`src/rtl/sprite_pixel_renderer.sv`:
```
// Sprite pixel renderer: turns a registered detector word plus the live scan position into
// a lit/unlit pixel with entity ID, through a 2-stage pipeline behind a counter-alignment register.
module sprite_pixel_renderer #(
  parameter int UPSCALE_FACTOR = 5,
  parameter int TILE_SIZE      = 8,
  parameter int ACTIVE_H       = 640
) (
  input  logic       clk,
  input  logic       reset,
  input  logic [8:0] entity_in,
  input  logic [9:0] counter_H,
  input  logic [9:0] counter_V,
  input  logic       pixel_en,
  output logic       pixel_on,
  output logic [3:0] pixel_id,
  output logic       pixel_valid
);

  localparam int SW = (UPSCALE_FACTOR > 1) ? $clog2(UPSCALE_FACTOR) : 1;
  // The sprite ROM is 8x8, so the in-tile column is always 3 bits wide.
  localparam int CW = 3;
  localparam logic [3:0] ID_EMPTY = 4'hF;

  typedef enum logic {SYNC_WAIT = 1'b0, TRACK = 1'b1} state_t;

  state_t          state;
  logic [9:0]      h_d1;
  logic            en_d1;
  logic [SW-1:0]   sub;
  logic [CW-1:0]   col;

  logic [2:0]      row_s1;
  logic [3:0]      id_s1;
  logic [1:0]      orient_s1;
  logic [CW-1:0]   col_s1;
  logic            transparent_s1;
  logic            en_s1;

  logic            resync;
  logic            track_now;
  logic [CW-1:0]   col_now;
  logic            transparent_now;
  logic [2:0]      rom_r;
  logic [2:0]      rom_c;
  logic [7:0]      rom_bits;
  logic            rom_bit;

  // Vertical position is reserved for a future row cross-check.
  logic unused_counter_v;
  assign unused_counter_v = ^counter_V;

  function automatic logic [7:0] rom_row(input logic [3:0] id, input logic [2:0] r);
    case (id)
      4'h0:    rom_row = 8'h01 << r;
      4'h1:    rom_row = 8'hFF;
      4'hF:    rom_row = 8'h00;
      default: rom_row = {id, id} ^ {5'b00000, r};
    endcase
  endfunction

  always_comb begin
    resync          = (h_d1 == 10'd0);
    track_now       = resync || (state == TRACK);
    col_now         = resync ? '0 : col;
    transparent_now = !track_now || (entity_in[5:2] == ID_EMPTY);
  end

  always_ff @(posedge clk or posedge reset) begin
    if (reset) begin
      h_d1  <= 10'h3FF;
      en_d1 <= 1'b0;
    end else begin
      h_d1  <= counter_H;
      en_d1 <= pixel_en;
    end
  end

  // Line-start resync wins over a sub-pixel wrap in the same cycle.
  always_ff @(posedge clk or posedge reset) begin
    if (reset) begin
      state <= SYNC_WAIT;
      sub   <= '0;
      col   <= '0;
    end else if (resync) begin
      state <= TRACK;
      sub   <= SW'(1);
      col   <= '0;
    end else if (state == TRACK) begin
      if (sub == SW'(UPSCALE_FACTOR - 1)) begin
        sub <= '0;
        col <= (col == CW'(TILE_SIZE - 1)) ? '0 : col + CW'(1);
      end else begin
        sub <= sub + SW'(1);
      end
      if (h_d1 >= 10'(ACTIVE_H)) state <= SYNC_WAIT;
    end
  end

  always_ff @(posedge clk or posedge reset) begin
    if (reset) begin
      row_s1         <= 3'h7;
      id_s1          <= ID_EMPTY;
      orient_s1      <= 2'h3;
      col_s1         <= '0;
      transparent_s1 <= 1'b1;
      en_s1          <= 1'b0;
    end else begin
      row_s1         <= entity_in[8:6];
      id_s1          <= entity_in[5:2];
      orient_s1      <= entity_in[1:0];
      col_s1         <= col_now;
      transparent_s1 <= transparent_now;
      en_s1          <= en_d1;
    end
  end

  // Orientation flips are bitwise inversions of the 3-bit row/column (7-x).
  always_comb begin
    rom_r    = orient_s1[1] ? ~row_s1 : row_s1;
    rom_c    = orient_s1[0] ? ~col_s1 : col_s1;
    rom_bits = rom_row(id_s1, rom_r);
    rom_bit  = rom_bits[rom_c];
  end

  always_ff @(posedge clk or posedge reset) begin
    if (reset) begin
      pixel_on    <= 1'b0;
      pixel_id    <= ID_EMPTY;
      pixel_valid <= 1'b0;
    end else begin
      pixel_on    <= !transparent_s1 && rom_bit && en_s1;
      pixel_id    <= (!transparent_s1 && rom_bit && en_s1) ? id_s1 : ID_EMPTY;
      pixel_valid <= en_s1;
    end
  end

endmodule

```
`config.mk`:
```
export PLATFORM = sky130hd
export DESIGN_NAME = sprite_pixel_renderer
export DESIGN_NICKNAME = d
export VERILOG_FILES = /design/src/rtl/sprite_pixel_renderer.sv
export SDC_FILE = /design/constraint.sdc
export NUM_CORES = 1
export LEC_CHECK = 0
export CAP_MARGIN = 20
export CORE_ASPECT_RATIO = 0.5
export CORE_MARGIN = 1
export CORE_UTILIZATION = 29
export DETAILED_ROUTE_END_ITERATION = 16
export GPL_TIMING_DRIVEN = 0
export PLACE_DENSITY_LB_ADDON = 0.1
export SYNTH_ARGS = -nofsm -noshare
export SYNTH_HDL_FRONTEND = slang
export SYNTH_SLANG_ARGS = --single-unit
```
`constraint.sdc`:
```
create_clock -name clk -period 5.5 [get_ports clk]
set_input_delay 1.1 -clock clk [delete_from_list [all_inputs] [get_ports clk]]
set_output_delay 1.1 -clock clk [all_outputs]
set_load 0.03 [all_outputs]
```
==> summary.md <==
The flow ran to the end, and the final reports show no timing, DRC or antenna violations. For the number of global-route vias before repair, the log shows 1235. Gates resized during post-CTS repair numbered 0. Counting flops and latches in the post-synthesis netlist gives 38.

For this design the ratio of total power to cell area is 279 nW/um^2. The detail route stage leaves a number of antenna-violating nets equal to 0. The share of cells above drive strength 1 is 0.253, and the clock power share is 0.442.

The total chip power is 0.654 mW. The detailed router finished its first iteration with 39 violations. The tools report the area of the placeable core as 5750 um^2. The path class of the tightest hold or removal check is register to register. The largest fanout on the critical path was 1. The synthesized netlist contains 43 unique library cells.

The average instance area after synthesis is 11.4 um^2, and the share of total power in combinational logic is 0.100. The buffer cell driving the clock tree root was sky130_fd_sc_hd__clkbuf_16. The clock period minus worst slack was 2550 ps; the count of hold-fix buffers inserted at cts was 0. Setup violations remaining at the end of the flow were counted as 0. The most used flip-flop cell after synthesis is sky130_fd_sc_hd__dfstp_2. STA puts the critical path data required time at 4400 ps.

The maximum number of pins on one net before global-route repair is 39, and the starting density of the core is 0.316. The area added between synthesis and finish came out at 29.0%. The logs give 0 for the count of max-cap constraint violations and 3.52 mm for the detailed-route wire length. Clock-pin slew was measured on the worst setup and hold paths at 60 ps. At the end of routability-driven placement, the weighted congestion stood at 0.787. The sum of buffers and inverters on the critical path was 1; the average routed wire per standard cell was 12.7 um. The total via count after detailed routing is 1276, and the global-route usage over all layers is 0.125. The estimated wirelength of the detail-placed design was 2.46 mm; the peak per-stage delay on the critical path was 660 ps. The arrival time of data at the critical path endpoint was 1450 ps; the net switching power was 0.148 mW. The first global-routing pass estimated 6.04 mm of wire. The H-tree level count came out at 2.

The family with the most delay on the worst path is buffers and inverters. For the sequential element share of the synthesized area, the log shows 0.539. The critical path goes through clkdlybuf4s50_1.

Fill cells in the final layout number 582. Post-synthesis async set-or-reset flop share: 1.00. The synthesized design contains 0 enable-type register cells. Before antenna repair, the detailed router went through 4 iterations. The type of the worst setup path is register to output port.

TritonCTS built the clock tree. The logs give 0.458 for the relative contribution of sequential cells to total power and 159 for the number of instances in the synthesized netlist. The worst setup path is launched from a register. The run gives 0 ps as the setup TNS after final layout. The kind of capture point of the worst setup path is an output port. For the initial antenna violation count, the log shows 0. The final period utilization was 0.464; the worst clock skew on the final layout was 5.13 ps.

The die width was 114 um; the leftover overflow at the end of global routing was 0. The initialized floorplan defines 19 standard-cell rows. Synthesis produced a netlist with a net count of 195.

Top-area cell type share of the netlist area: 0.347. The number of antenna diodes in the final layout is 0. The number of vias per cell works out to 4.59.

After routing the design area is 2350 um^2. The slowest stage of the critical path is the sky130_fd_sc_hd__clkdlybuf4s50_1 cell. The synthesized netlist occupies a cell area of 1820 um^2. The tightest hold path in the finished design has a slack of 356 ps. Buffers placed on the I/O ports in this run total 27.

For the total clock sinks, the log shows 38. The cell type with the highest aggregate area in the netlist was sky130_fd_sc_hd__dfstp_2. The Yosys step of the flow raised 0 warnings.

The worst-case IR drop observed on VDD is 0.112 mV. Setup repair after global routing left no endpoint under its margin. The run gives 0 as the final hold violation count.

The logs give 229 for the net count reported at finish and 0.975 nW for the standby leakage power. 38 I/O pins were placed. Sorting the synthesized cells by area gives the leading types as sky130_fd_sc_hd__dfstp_2 (35%), sky130_fd_sc_hd__dfrtp_1 (19%), sky130_fd_sc_hd__mux2i_1 (3.3%). The clock passes through at most 2 buffers. After detailed placement, the total cell area comes to 2190 um^2. The tools report the final number of max-transition violations as 0.

At the pin with the least slew margin, the transition time is 787 ps. Cell internal power was estimated by the tool at 0.506 mW. The die extent in y is 58.0 um, and the highest clock rate is 392 MHz. The detailed-route DRC error count is 0, and the switching power share of the total is 0.226.

The die covers 6610 um^2. The multi-input combinational cells in the finished layout cover a total of 758 um^2. The area of all sequential standard cells came out at 981 um^2. In this run, CTS created clock tree buffers numbering 5. The later pin in the worst-skew pair is clocked with a latency of 280 ps. The post-CTS setup-driven buffer insertion count was 0. The relative slew slack came out at 0.474.
## power by group through the flow
stage | Combinational [mW] | Clock [mW] | Sequential [mW]
floorplan | 0.0395 | 0 | 0.303
global placement | 0.0657 | 0 | 0.304
detailed placement | 0.0659 | 0 | 0.304
CTS | 0.0662 | 0.299 | 0.300
global route | 0.0728 | 0.310 | 0.301
finish | 0.0655 | 0.289 | 0.299
## Yosys cell counts (4+ instances only)
cell type,count
sky130_fd_sc_hd__o21ai_0,5
sky130_fd_sc_hd__nor2b_1,5
sky130_fd_sc_hd__dfrtp_1,14
sky130_fd_sc_hd__a21oi_1,10
sky130_fd_sc_hd__ha_1,4
sky130_fd_sc_hd__inv_1,4
sky130_fd_sc_hd__xor2_1,4
sky130_fd_sc_hd__nand3_1,6
sky130_fd_sc_hd__nor2_1,8
sky130_fd_sc_hd__nand4_1,5
sky130_fd_sc_hd__nor3b_1,5
sky130_fd_sc_hd__xnor2_1,5
sky130_fd_sc_hd__nand2_1,7
sky130_fd_sc_hd__mux2i_1,6
sky130_fd_sc_hd__nor3_1,5
sky130_fd_sc_hd__dfstp_2,24
sky130_fd_sc_hd__buf_2,6
sky130_fd_sc_hd__o211ai_1,4
## cell families (layout without fill, tap and decap cells)
| group | Yosys count | in the layout | synth area share |
|---|---|---|---|
| and+or+nand+nor | 57 | 57 | 0.193 |
| DFF | 38 | 38 | 0.539 |
| AOI/OAI and AO/OA | 29 | 29 | 0.107 |
| buffers and inverters | 15 | 50 | 0.0440 |
| xor gates and xnor gates | 10 | 10 | 0.0557 |
| muxes | 6 | 6 | 0.0330 |
| adders and majority gates | 4 | 4 | 0.0275 |
## state kept, by name (all words and copies together), names as in the netlist, 2 cells and up
signal	count
row_s1	3
orient_s1	2
col	3
col_s1	3
id_s1	4
h_d1	10
pixel_id	4
sub	3
## path summary, 6_finish.rpt
path | from | end | slack [ps] | depth (start not counted)
setup / recovery | pixel_id[0] | pixel_id[0] | 2950 | 1
hold / removal | en_d1 | en_s1 | 360 | 0
setup reg to reg | id_s1[0] | pixel_on | 3290 | 6
hold reg to reg | en_d1 | en_s1 | 360 | 0
max in group asynchronous | reset | pixel_on | 3700 | 2
min in group asynchronous | reset | col_s1[1] | 1300 | 2
## cell usage in the layout, fill, tap and decap left out, types with 3 or more instances in the layout
cell and count:
sky130_fd_sc_hd__inv_1 3, sky130_fd_sc_hd__nand2_1 7, sky130_fd_sc_hd__buf_2 6, sky130_fd_sc_hd__nor3_1 5, sky130_fd_sc_hd__o21ai_0 5, sky130_fd_sc_hd__xnor2_1 5
sky130_fd_sc_hd__nand4_1 5, sky130_fd_sc_hd__a21oi_1 10, sky130_fd_sc_hd__mux2i_1 6, sky130_fd_sc_hd__xor2_1 4, sky130_fd_sc_hd__dfrtp_1 14, sky130_fd_sc_hd__clkdlybuf4s50_1 27
sky130_fd_sc_hd__nor2_1 8, sky130_fd_sc_hd__ha_1 4, sky130_fd_sc_hd__clkbuf_16 5, sky130_fd_sc_hd__nand3_1 6, sky130_fd_sc_hd__dfstp_2 24, sky130_fd_sc_hd__o211ai_1 4
sky130_fd_sc_hd__nor3b_1 5, sky130_fd_sc_hd__nor2b_1 5
## worst register-to-register path: stages (launching register included)
cell                       delay, ps
sky130_fd_sc_hd__dfstp_2         350
sky130_fd_sc_hd__buf_2           170
sky130_fd_sc_hd__nor4_2          640
sky130_fd_sc_hd__o211ai_1        240
sky130_fd_sc_hd__a311oi_2        310
sky130_fd_sc_hd__o31a_2          240
sky130_fd_sc_hd__and4_1          190
## layout make-up
cell class | count | area share
flip-flops and latches | 38 | 0.418
multi-input cells | 106 | 0.323
plain buffers | 11 | 0.0277
inverters | 4 | 0.00640
clock inverters | 2 | 0.00533
clock buffers | 6 | 0.0592
well taps | 84 | 0.0448
repair buffers | 27 | 0.115
## layer usage
| layer | part of all wire | GRT usage | vias up |
|---|---|---|---|
| met4 | 0.024 | 0.0631 | 0 |
| li1 | - | - | 643 |
| met2 | 0.42 | 0.173 | 30 |
| met1 | 0.50 | 0.166 | 594 |
| met5 | 0 | 0 | - |
| met3 | 0.054 | 0.0523 | 9 |
## stage by stage
stage                     std cells  utilization  setup WS, ps
after detailed placement        270        0.381          3240
after global routing            278        0.408          2910
after global placement          270        0.381          2730
final                           278        0.408          2950
after CTS                       278        0.408          2930
after floorplan                 159            -          3540
(Power assumes the default switching activity.)
